==> src/rtl/bingo_turn_ctrl.sv <==
// bingo_turn_ctrl: turn sequencer between the keyboard entry path and the
// inter-board link. It validates local BCD entries and peer binary calls, owns
// whose turn it is, sends local calls with a valid/ready handshake and emits
// one mark strobe per accepted number.
//
// Ports:
//   clk, rst_n             clock, asynchronous active-low reset
//   start, first           game start pulse; first=1 -> local side calls first
//   game_over              level from board logic; ends the game
//   display_num            BCD entry {tens,ones}
//   enter_pulse            enter strobe for display_num
//   peer_valid, peer_num   peer call strobe and binary number
//   tx_ready               link accepts tx_num this cycle
//   tx_valid, tx_num       local call towards the peer, held until tx_ready
//   mark_valid, mark_num   one-cycle mark strobe and accepted number
//   my_turn                high while waiting for a local call
//   err_pulse              one-cycle strobe for a rejected call
//   busy                   high while a game is in progress
//
// Optional feature: define TURN_TIMEOUT_EN to auto-call the lowest unused
// number after TIMEOUT_CYC cycles of local inactivity.
module bingo_turn_ctrl #(
  parameter int unsigned MAX_NUM     = 25,
  parameter int unsigned NUM_W       = 5,
  parameter logic [31:0] TIMEOUT_CYC = 32'd500_000_000
) (
  input  logic             clk,
  input  logic             rst_n,
  input  logic             start,
  input  logic             first,
  input  logic             game_over,
  input  logic [7:0]       display_num,
  input  logic             enter_pulse,
  input  logic             peer_valid,
  input  logic [NUM_W-1:0] peer_num,
  input  logic             tx_ready,
  output logic             tx_valid,
  output logic [NUM_W-1:0] tx_num,
  output logic             mark_valid,
  output logic [NUM_W-1:0] mark_num,
  output logic             my_turn,
  output logic             err_pulse,
  output logic             busy
);

  localparam int unsigned VAL_W = 7;
  localparam int unsigned CNT_W = $clog2(MAX_NUM + 1);

  typedef enum logic [2:0] {
    S_IDLE,
    S_LOCAL,
    S_SEND,
    S_PEER,
    S_DONE
  } state_e;

  state_e               state_q, state_d;
  logic [MAX_NUM:1]     used_q, used_d;
  logic [CNT_W-1:0]     count_q, count_d;
  logic                 tx_valid_q, tx_valid_d;
  logic [NUM_W-1:0]     tx_num_q, tx_num_d;
  logic                 mark_valid_q, mark_valid_d;
  logic [NUM_W-1:0]     mark_num_q, mark_num_d;
  logic                 my_turn_q, my_turn_d;
  logic                 err_pulse_q, err_pulse_d;
  logic                 busy_q, busy_d;

  logic [VAL_W-1:0]     entry_val_c;
  logic                 entry_ok_c;
  logic [VAL_W-1:0]     peer_val_c;
  logic                 peer_ok_c;
  logic                 take_c;
  logic                 take_local_c;
  logic [VAL_W-1:0]     take_val_c;

`ifdef TURN_TIMEOUT_EN
  logic [31:0]          timer_q, timer_d;
  logic [VAL_W-1:0]     low_val_c;
  logic                 expire_c;
`else
  logic                 unused_timeout_c;
  assign unused_timeout_c = ^TIMEOUT_CYC;
`endif

  // True when v is in 1..MAX_NUM and not yet called; 0 and out-of-range values
  // never match a bitmap position and so read as illegal.
  function automatic logic num_ok(input logic [MAX_NUM:1] used,
                                  input logic [VAL_W-1:0] v);
    logic ok;
    ok = 1'b0;
    for (int unsigned i = 1; i <= MAX_NUM; i++) begin
      if (v == VAL_W'(i)) ok = !used[i];
    end
    return ok;
  endfunction

  // Next-state and registered-output logic.
  always_comb begin
    state_d      = state_q;
    used_d       = used_q;
    count_d      = count_q;
    tx_valid_d   = tx_valid_q;
    tx_num_d     = tx_num_q;
    mark_valid_d = 1'b0;
    mark_num_d   = mark_num_q;
    err_pulse_d  = 1'b0;
    take_c       = 1'b0;
    take_local_c = 1'b0;
    take_val_c   = '0;

    entry_val_c = VAL_W'(display_num[7:4]) * VAL_W'(10) + VAL_W'(display_num[3:0]);
    entry_ok_c  = (display_num[7:4] <= 4'd9) && (display_num[3:0] <= 4'd9) &&
                  num_ok(used_q, entry_val_c);
    peer_val_c  = VAL_W'(peer_num);
    peer_ok_c   = num_ok(used_q, peer_val_c);

`ifdef TURN_TIMEOUT_EN
    // Lowest unused number: scan downwards so the smallest hit wins.
    low_val_c = '0;
    for (int unsigned i = MAX_NUM; i >= 1; i--) begin
      if (!used_q[i]) low_val_c = VAL_W'(i);
    end
    expire_c = (timer_q >= TIMEOUT_CYC - 32'd1);
`endif

    unique case (state_q)
      S_IDLE, S_DONE: begin
        if (start) begin
          used_d  = '0;
          count_d = '0;
          state_d = first ? S_LOCAL : S_PEER;
        end
      end
      S_LOCAL: begin
        // game_over drops any call arriving in the same cycle.
        if (game_over) begin
          state_d = S_DONE;
        end else if (enter_pulse) begin
          if (entry_ok_c) begin
            take_c       = 1'b1;
            take_local_c = 1'b1;
            take_val_c   = entry_val_c;
          end else begin
            err_pulse_d = 1'b1;
          end
        end
`ifdef TURN_TIMEOUT_EN
        else if (expire_c) begin
          take_c       = 1'b1;
          take_local_c = 1'b1;
          take_val_c   = low_val_c;
        end
`endif
      end
      S_SEND: begin
        // The transfer always completes; game_over only redirects the exit.
        if (tx_ready) begin
          tx_valid_d = 1'b0;
          state_d    = (count_q == CNT_W'(MAX_NUM) || game_over) ? S_DONE : S_PEER;
        end
      end
      S_PEER: begin
        if (game_over) begin
          state_d = S_DONE;
        end else if (peer_valid) begin
          if (peer_ok_c) begin
            take_c     = 1'b1;
            take_val_c = peer_val_c;
          end else begin
            err_pulse_d = 1'b1;
          end
        end
      end
      default: state_d = S_IDLE;
    endcase

    // Accept a call: record it, mark it, and either send it or hand the turn back.
    if (take_c) begin
      for (int unsigned i = 1; i <= MAX_NUM; i++) begin
        if (take_val_c == VAL_W'(i)) used_d[i] = 1'b1;
      end
      count_d      = count_q + CNT_W'(1);
      mark_valid_d = 1'b1;
      mark_num_d   = NUM_W'(take_val_c);
      if (take_local_c) begin
        tx_valid_d = 1'b1;
        tx_num_d   = NUM_W'(take_val_c);
        state_d    = S_SEND;
      end else begin
        state_d = (count_d == CNT_W'(MAX_NUM)) ? S_DONE : S_LOCAL;
      end
    end

`ifdef TURN_TIMEOUT_EN
    // Timer runs only while staying in LOCAL_TURN; any entry restarts it at 0.
    timer_d = (state_q == S_LOCAL && state_d == S_LOCAL) ? timer_q + 32'd1 : 32'd0;
`endif

    my_turn_d = (state_d == S_LOCAL);
    busy_d    = (state_d == S_LOCAL) || (state_d == S_SEND) || (state_d == S_PEER);
  end

  // State and output registers.
  always_ff @(posedge clk or negedge rst_n) begin
    if (!rst_n) begin
      state_q      <= S_IDLE;
      used_q       <= '0;
      count_q      <= '0;
      tx_valid_q   <= 1'b0;
      tx_num_q     <= '0;
      mark_valid_q <= 1'b0;
      mark_num_q   <= '0;
      my_turn_q    <= 1'b0;
      err_pulse_q  <= 1'b0;
      busy_q       <= 1'b0;
`ifdef TURN_TIMEOUT_EN
      timer_q      <= '0;
`endif
    end else begin
      state_q      <= state_d;
      used_q       <= used_d;
      count_q      <= count_d;
      tx_valid_q   <= tx_valid_d;
      tx_num_q     <= tx_num_d;
      mark_valid_q <= mark_valid_d;
      mark_num_q   <= mark_num_d;
      my_turn_q    <= my_turn_d;
      err_pulse_q  <= err_pulse_d;
      busy_q       <= busy_d;
`ifdef TURN_TIMEOUT_EN
      timer_q      <= timer_d;
`endif
    end
  end

  assign tx_valid   = tx_valid_q;
  assign tx_num     = tx_num_q;
  assign mark_valid = mark_valid_q;
  assign mark_num   = mark_num_q;
  assign my_turn    = my_turn_q;
  assign err_pulse  = err_pulse_q;
  assign busy       = busy_q;

endmodule

==> config.mk <==
export PLATFORM = sky130hd
export DESIGN_NAME = bingo_turn_ctrl
export DESIGN_NICKNAME = d
export VERILOG_FILES = /design/src/rtl/bingo_turn_ctrl.sv
export SDC_FILE = /design/constraint.sdc
export NUM_CORES = 1
export LEC_CHECK = 0
export ABC_AREA = 0
export BUFFER_PORTS_ARGS = -buffer_cell sky130_fd_sc_hd__buf_2
export CORE_MARGIN = 8
export CORE_UTILIZATION = 57
export CTS_CLUSTER_SIZE = 20
export DETAILED_ROUTE_END_ITERATION = 7
export GPL_ROUTABILITY_DRIVEN = 0
export GPL_TIMING_DRIVEN = 0
export PLACE_DENSITY_LB_ADDON = 0.3
export SLEW_MARGIN = 15
export SYNTH_ARGS = -nofsm -noshare
export SYNTH_HDL_FRONTEND = slang
export SYNTH_SLANG_ARGS = --single-unit
==> constraint.sdc <==
create_clock -name clk -period 2.8 [get_ports clk]
set_input_delay 0.28 -clock clk [delete_from_list [all_inputs] [get_ports clk]]
set_output_delay 0.28 -clock clk [all_outputs]
set_load 0.01 [all_outputs]
Yosys cells after proc, flatten, opt, wreduce, memory -nomap -nowiden
Index checks and enable logic that the tools add are counted.
{"block": "op_classes", "add_sub_neg": 2, "mul": 1, "n_div": 0, "magnitude_cmp": 2, "n_eq_ne": 84, "shifts": 0, "n_mux": 117, "bitwise": 0, "n_reduce_logical": 37}
{"operator": "equality test 7 x 5 -> 1 bit, second input constant", "count": 20}
{"operator": "equality test 7 x 4 -> 1 bit, second input constant", "count": 16}
{"operator": "two-way mux 1 bit", "count": 93}
{"operator": "two-way mux 25 bit", "count": 3}
{"operator": "equality test 5 bit, second input constant", "count": 12}
{"operator": "equality test 7 x 3 -> 1 bit, second input constant", "count": 8}
{"operator": "equality test 5 x 4 -> 1 bit, second input constant", "count": 8}
{"operator": "two-way mux 5 bit", "count": 6}
{"operator": "equality test 7 x 2 -> 1 bit, second input constant", "count": 4}
{"operator": "zero test 1 bit", "count": 25}
{"operator": "two-way mux 3 bit", "count": 7}
{"operator": "two-way mux 7 bit", "count": 3}
{"operator": "equality test 5 x 3 -> 1 bit, second input constant", "count": 4}
{"operator": "equality test 7 x 1 -> 1 bit, second input constant", "count": 2}
{"operator": "case mux 7 bit (2 select lines)", "count": 1}
{"operator": "equality test 3 x 2 -> 1 bit, second input constant", "count": 4}
{"operator": "equality test 5 x 2 -> 1 bit, second input constant", "count": 2}
{"operator": "case mux 3 bit (3 select lines)", "count": 1}
{"operator": "<= comparator 4 bit, second input constant", "count": 2}
{"operator": "adder 7 x 4 -> 7 bit", "count": 1}
{"operator": "equality test 3 x 1 -> 1 bit, second input constant", "count": 2}
{"operator": "multiplier 4 x 3 -> 6 bit, second input constant", "count": 1}
{"operator": "adder 5 x 1 -> 5 bit, second input constant", "count": 1}
{"operator": "equality test 5 x 1 -> 1 bit, second input constant", "count": 1}
{"operator": "other kinds (9)", "count": 16}
{"block": "totals", "register_bits": 48, "latchBits": 0, "mem_bits_rw": 0, "rom_bits": 0, "input_bits": 21, "out_inout_bits": 15, "wordCells": 253, "mem_count": 0}

Longest topological paths before layout
{"block": "depth", "depth_word": 38, "depth_mapped": 13, "depth_no_buf": 12}

Least setup slack after synthesis
Ideal clock, no wire load.
{"block": "synth_timing", "path_kind": "input port to flip-flop", "start": "input display_num[5]", "end": "register count_q[3]", "setup_ns": 0.118, "t_arrival_ns": 2.916, "required_time_ns": 2.682, "setup_slack_ns": -0.234, "path_stages": 12, "n_path_buf": 0, "path_cell_list": "ha_1 ha_1 inv_1 fa_1 nor4bb_1 and4b_1 a311o_1 o21ai_1 o22ai_2 a21oi_2 mux2_2 a21o_1"}
{"block": "synth_via", "elab_chain_len": 35, "word_cells_on_any_way": 63, "classes_between": "add/sub (1); mul (1); order compare (1); eq/ne (25); mux (30); reduce/logical (5)"}
{"item": "start, declared", "line": "32", "text": "input logic [7:0] display_num,"}
{"item": "multiplier 4 x 3 -> 6 bit", "line": "111", "text": "entry_val_c = VAL_W'(display_num[7:4]) * VAL_W'(10) + VAL_W'(display_num[3:0]);"}
{"item": "adder 7 x 4 -> 7 bit", "line": "111"}
{"item": "equality test 7 x 1 -> 1 bit", "line": "92", "text": "if (v == VAL_W'(i)) ok = !used[i];"}
{"item": "two-way mux 1 bit (25 in series)", "line": "92"}
{"item": "logical AND 1 bit (*)", "line": "112", "text": "entry_ok_c = (display_num[7:4] <= 4'd9) && (display_num[3:0] <= 4'd9) &&"}
{"item": "two-way mux 1 bit (*)", "line": "139", "text": "if (entry_ok_c) begin"}
{"item": "two-way mux 1 bit (*)", "line": "138", "text": "end else if (enter_pulse) begin"}
{"item": "two-way mux 1 bit (*)", "line": "136", "text": "if (game_over) begin"}
{"item": "case mux 1 bit (2 select lines) (*)", "line": "126", "text": "unique case (state_q)"}
{"item": "nonzero test 2 bit (no source line)"}
{"item": "AND reduction 2 bit (no source line)"}
{"item": "end signal, assigned", "line": "222", "text": "count_q <= count_d;"}
{"item": "end, declared", "line": "59", "text": "logic [CNT_W-1:0] count_q, count_d;"}
Mark *: on every way between the ends. The rest lies on a longest branch, timed or not.
A chain may end at the register's enable or synchronous reset.

Final worst setup path
{"block": "layout_timing", "start": "input display_num[7]", "end": "register used_q[8] (netlist bit)"}
{"block": "layout_via", "elab_chain_len": 36, "word_cells_on_any_way": 66, "classes_between": "add/sub (1); mul (1); order compare (1); eq/ne (26); mux (35); reduce/logical (2)"}
{"item": "multiplier 4 x 3 -> 6 bit", "line": "111"}
{"item": "adder 7 x 4 -> 7 bit", "line": "111"}
{"item": "equality test 7 x 1 -> 1 bit", "line": "92"}
{"item": "two-way mux 1 bit (25 in series)", "line": "92"}
{"item": "logical AND 1 bit", "line": "112"}
{"item": "two-way mux 7 bit", "line": "139"}
{"item": "two-way mux 7 bit", "line": "138"}
{"item": "two-way mux 7 bit", "line": "136"}
{"item": "case mux 7 bit (2 select lines)", "line": "126"}
{"item": "equality test 7 x 4 -> 1 bit", "line": "180", "text": "if (take_val_c == VAL_W'(i)) used_d[i] = 1'b1;"}
{"item": "two-way mux 1 bit", "line": "180"}
{"item": "two-way mux 25 bit (*)", "line": "178", "text": "if (take_c) begin"}
{"item": "named net used_d (one bit)", "line": "58", "text": "logic [MAX_NUM:1] used_q, used_d;"}
{"item": "end signal, assigned", "line": "221", "text": "used_q <= used_d;"}
{"item": "end, declared", "line": "58"}
The timed path passes the listed nets; every way through them passes the cells marked *.

==> insert_results.sql <==
INSERT INTO impl_metrics (metric_group, metric, value, unit) VALUES
('cells_and_area', 'instances_no_fill', '521', ''),
('detailed_routing', 'final_antenna_net_count', '0', ''),
('critical_path', 'crit_path_cell_trace', 'buf_8 -> ha_4 -> ha_4 -> inv_2 -> fa_2 -> inv_2 -> xnor2_2 -> o32a_1 -> or4_4 -> a21bo_4 -> a32oi_2 -> o41ai_2', ''),
('cts', 'clkSlewWorstSetupHoldPaths', '90', 'ps'),
('sta', 'timing.final.ws_setup', '-219', 'ps'),
('pwr', 'static-leakage-power', '2.00', 'nW'),
('detailed_routing', 'route.detailed.drc', '0', ''),
('global_routing', 'grt.overflow.total', '0', ''),
('floorplan', 'core_region_area', '5850', 'um2'),
('synth', 'synth.net_count', '409', ''),
('cts', 'postCtsHoldBufs', '0', ''),
('floorplan', 'die_height', '93.1', 'um'),
('sta', 'setup_viol', '31', ''),
('synth', 'ys_types', '74', ''),
('floorplan', 'dieWidth', '93.1', 'um'),
('status', 'status', 'complete, but fails checks', ''),
('cts', 'cts-root-buf', 'clkbuf_8', ''),
('floorplan', 'die_area', '8670', 'um2'),
('placement', 'post_detailed_placement_cell_area', '3800', 'um2'),
('global_routing', 'globalRouteTotalUtil', '25.1', '%'),
('cts', 'worst_skew_pair.late_latency', '310', 'ps'),
('detailed_routing', 'met1Wirelength', '4310', 'um'),
('sta', 'report.final.hold_viol_count', '48', ''),
('global_routing', 'grt_antenna_before_repair', '0', ''),
('critical_path', 'cp_slowest_stage_delay', '570', 'ps'),
('cells_and_area', 'layout.cells.most_common_list', 'nand2_1, dfrtp_1, buf_2', ''),
('status', 'violated_checks', 'hold timing, setup timing', ''),
('placement', 'preCtsSetupSlack', '-587', 'ps'),
('sta', 'slew_viol_final', '0', ''),
('synth', 'yosys_most_used_dff', 'dfrtp_1', ''),
('critical_path', 'worst_setup_path_end_kind', 'register', ''),
('critical_path', 'cell_family_with_the_largest_share_of_critical_path_delay', 'compound AO/OA/AOI/OAI gates', ''),
('critical_path', 'cp_slowest_cell', 'fa_2', ''),
('detailed_routing', 'top_layer', 'met4', ''),
('sta', 'post-route-min-period', '3020', 'ps'),
('cells_and_area', 'layout.cells.most_common', 'nand2_1', ''),
('sta', 'slew_headroom', '40.3', '%'),
('cts', 'cts-root-to-sink-buffers', '2', ''),
('floorplan', 'std_cell_rows', '28', ''),
('pwr', 'powerDensity', '519', 'nW/um2'),
('floorplan', 'floorplan.io_pins', '36', ''),
('cts', 'numClockSinks', '48', ''),
('pwr', 'fin_total_pwr', '2.28', 'mW'),
('cts', 'tritoncts', 'built', ''),
('synth', 'synth-edff-count', '0', ''),
('global_routing', 'grt_max_degree', '49', ''),
('sta', 'max_freq', '331', 'MHz'),
('critical_path', 'crit_buf_inv', '3', ''),
('placement', 'post_dp_hpwl', '7310', 'um'),
('sta', 'worst_pin_slew', '892', 'ps'),
('detailed_routing', 'routed_wl', '11200', 'um'),
('sta', 'min_period_over_period', '108', '%'),
('detailed_routing', 'iteration_count_of_the_initial_detailed_routing_pass', '7', ''),
('critical_path', 'worst_setup_path_start_kind', 'primary input', ''),
('critical_path', 'worstSetupPathType', 'primary input to register', ''),
('job', 'maxCapViolations', '0', ''),
('sta', 'final.setup_skew', '7.66', 'ps'),
('floorplan', 'initial_utilization', '57.9', '%'),
('detailed_routing', 'metal2_wl', '5110', 'um'),
('critical_path', 'timing.critical_path.required', '3000', 'ps'),
('critical_path', 'highest_net_fanout_along_the_worst_path', '5', ''),
('detailed_routing', 'dr_wl_met3', '1110', 'um'),
('sta', 'fin_worst_hold_slack', '-35.6', 'ps'),
('cells_and_area', 'post_route_cells_drive_above_1_share', '32.1', '%'),
('synth', 'ys_async_sr_fraction', '100', '%'),
('synth', 'synth-seq-cells', '48', ''),
('synth', 'yosys_warnings', '0', ''),
('cells_and_area', 'final_area', '4390', 'um2'),
('cts', 'cts_inserted_buffers', '5', ''),
('pwr', 'ir_drop', '0.406', 'mV'),
('detailed_routing', 'wl_per_cell', '21.4', 'um');
## what timing repair did
action                     4_1_cts  5_1_grt
pin swaps                       17       15
setup endpoints to repair       41       40
setup buffers                   19        8
resized for setup               30       37
## flip-flops by register name (all words and copies together) (netlist names)
| register | count |
|---|---|
| busy | 1 |
| count_q | 5 |
| err_pulse | 1 |
| mark_num | 5 |
| mark_valid | 1 |
| my_turn | 1 |
| state_q | 3 |
| tx_num | 5 |
| tx_valid | 1 |
| used_q | 25 |
## Yosys cell counts (all sizes together), types with 4 or more instances
cell type | number | area [um2]
nand2 | 51 | 194
dfrtp | 48 | 1200
o21ai | 26 | 130
nor2 | 18 | 67.6
inv | 15 | 56.3
buf | 14 | 90.1
a21oi | 13 | 68.8
mux2i | 12 | 120
nand3 | 12 | 60.1
nor2b | 11 | 68.8
ha | 9 | 113
nand2b | 9 | 56.3
clkbuf | 8 | 30.0
o31ai | 8 | 60.1
and2 | 7 | 46.3
nor3b | 7 | 52.6
o22ai | 7 | 50.1
a21o | 6 | 45.0
a31oi | 6 | 43.8
a32oi | 6 | 52.6
mux2 | 6 | 67.6
nor3 | 6 | 30.0
a211oi | 5 | 50.1
a211o | 4 | 35.0
xnor2 | 4 | 35.0
## through the flow
stage               utilization [%]  setup TNS [ps]
floorplan                         -            -360
global placement               65.0          -18620
detailed placement             65.0          -20580
CTS                            72.0            -653
global route                   75.1           -5780
finish                         75.1           -2270
## worst paths after layout
| kind | slack (ps) | start | cells past startpoint | endpoint |
|---|---|---|---|---|
| setup / recovery | -220 | display_num[7] | 12 | used_q[8] |
| hold / removal | -40 | rst_n | 1 | used_q[14] |
| setup reg to reg | -30 | used_q[5] | 11 | used_q[2] |
| hold reg to reg | 480 | tx_num[4] | 2 | tx_num[4] |
| max in group asynchronous | 2410 | rst_n | 1 | state_q[2] |
| min in group clk | 270 | tx_ready | 4 | tx_valid |
## worst register-to-register path: cells and delay by family, from the launching register on
family | cells | cell delay (ps)
buffers and inverters | 3 | 480
AOI/OAI and AO/OA | 6 | 1190
DFF | 1 | 410
and+or+nand+nor | 1 | 360
muxes | 1 | 310
## power by group
part	switching [mW]	leakage [nW]	total (mW)	internal, mW
logic	0.530	1.29	0.913	0.383
registers	0.0579	0.658	0.843	0.785
clock network	0.257	0.0548	0.526	0.269
## kinds of logic after synthesis
kind of cell / count (synthesis) / synth area share (%)
buffers and inverters: 37 / 5.20
xor gates and xnor gates: 6 / 1.77
DFF: 48 / 35.4
muxes: 20 / 6.87
AOI/OAI and AO/OA: 113 / 24.5
and+or+nand+nor: 142 / 21.7
adders and majority gates: 11 / 4.50
## area by class of cell
class / count / area [um2]
Tap cell: 75 / 93.8
Buffer: 21 / 141
Fill cell: 400 / 1460
Multi-Input combinational cell: 292 / 2340
Clock inverter: 3 / 46.3
Inverter: 15 / 56.3
Clock buffer: 5 / 68.8
Timing Repair Buffer: 62 / 447
Sequential cell: 48 / 1200
## routing by layer
metal  up-vias  global-route usage (%)
li1       1541                       -
met5         -                       0
met4         0                    11.5
met3        86                    4.73
met2       250                    40.7
met1      1672                    31.8
Power figures use the tool's default switching activity.
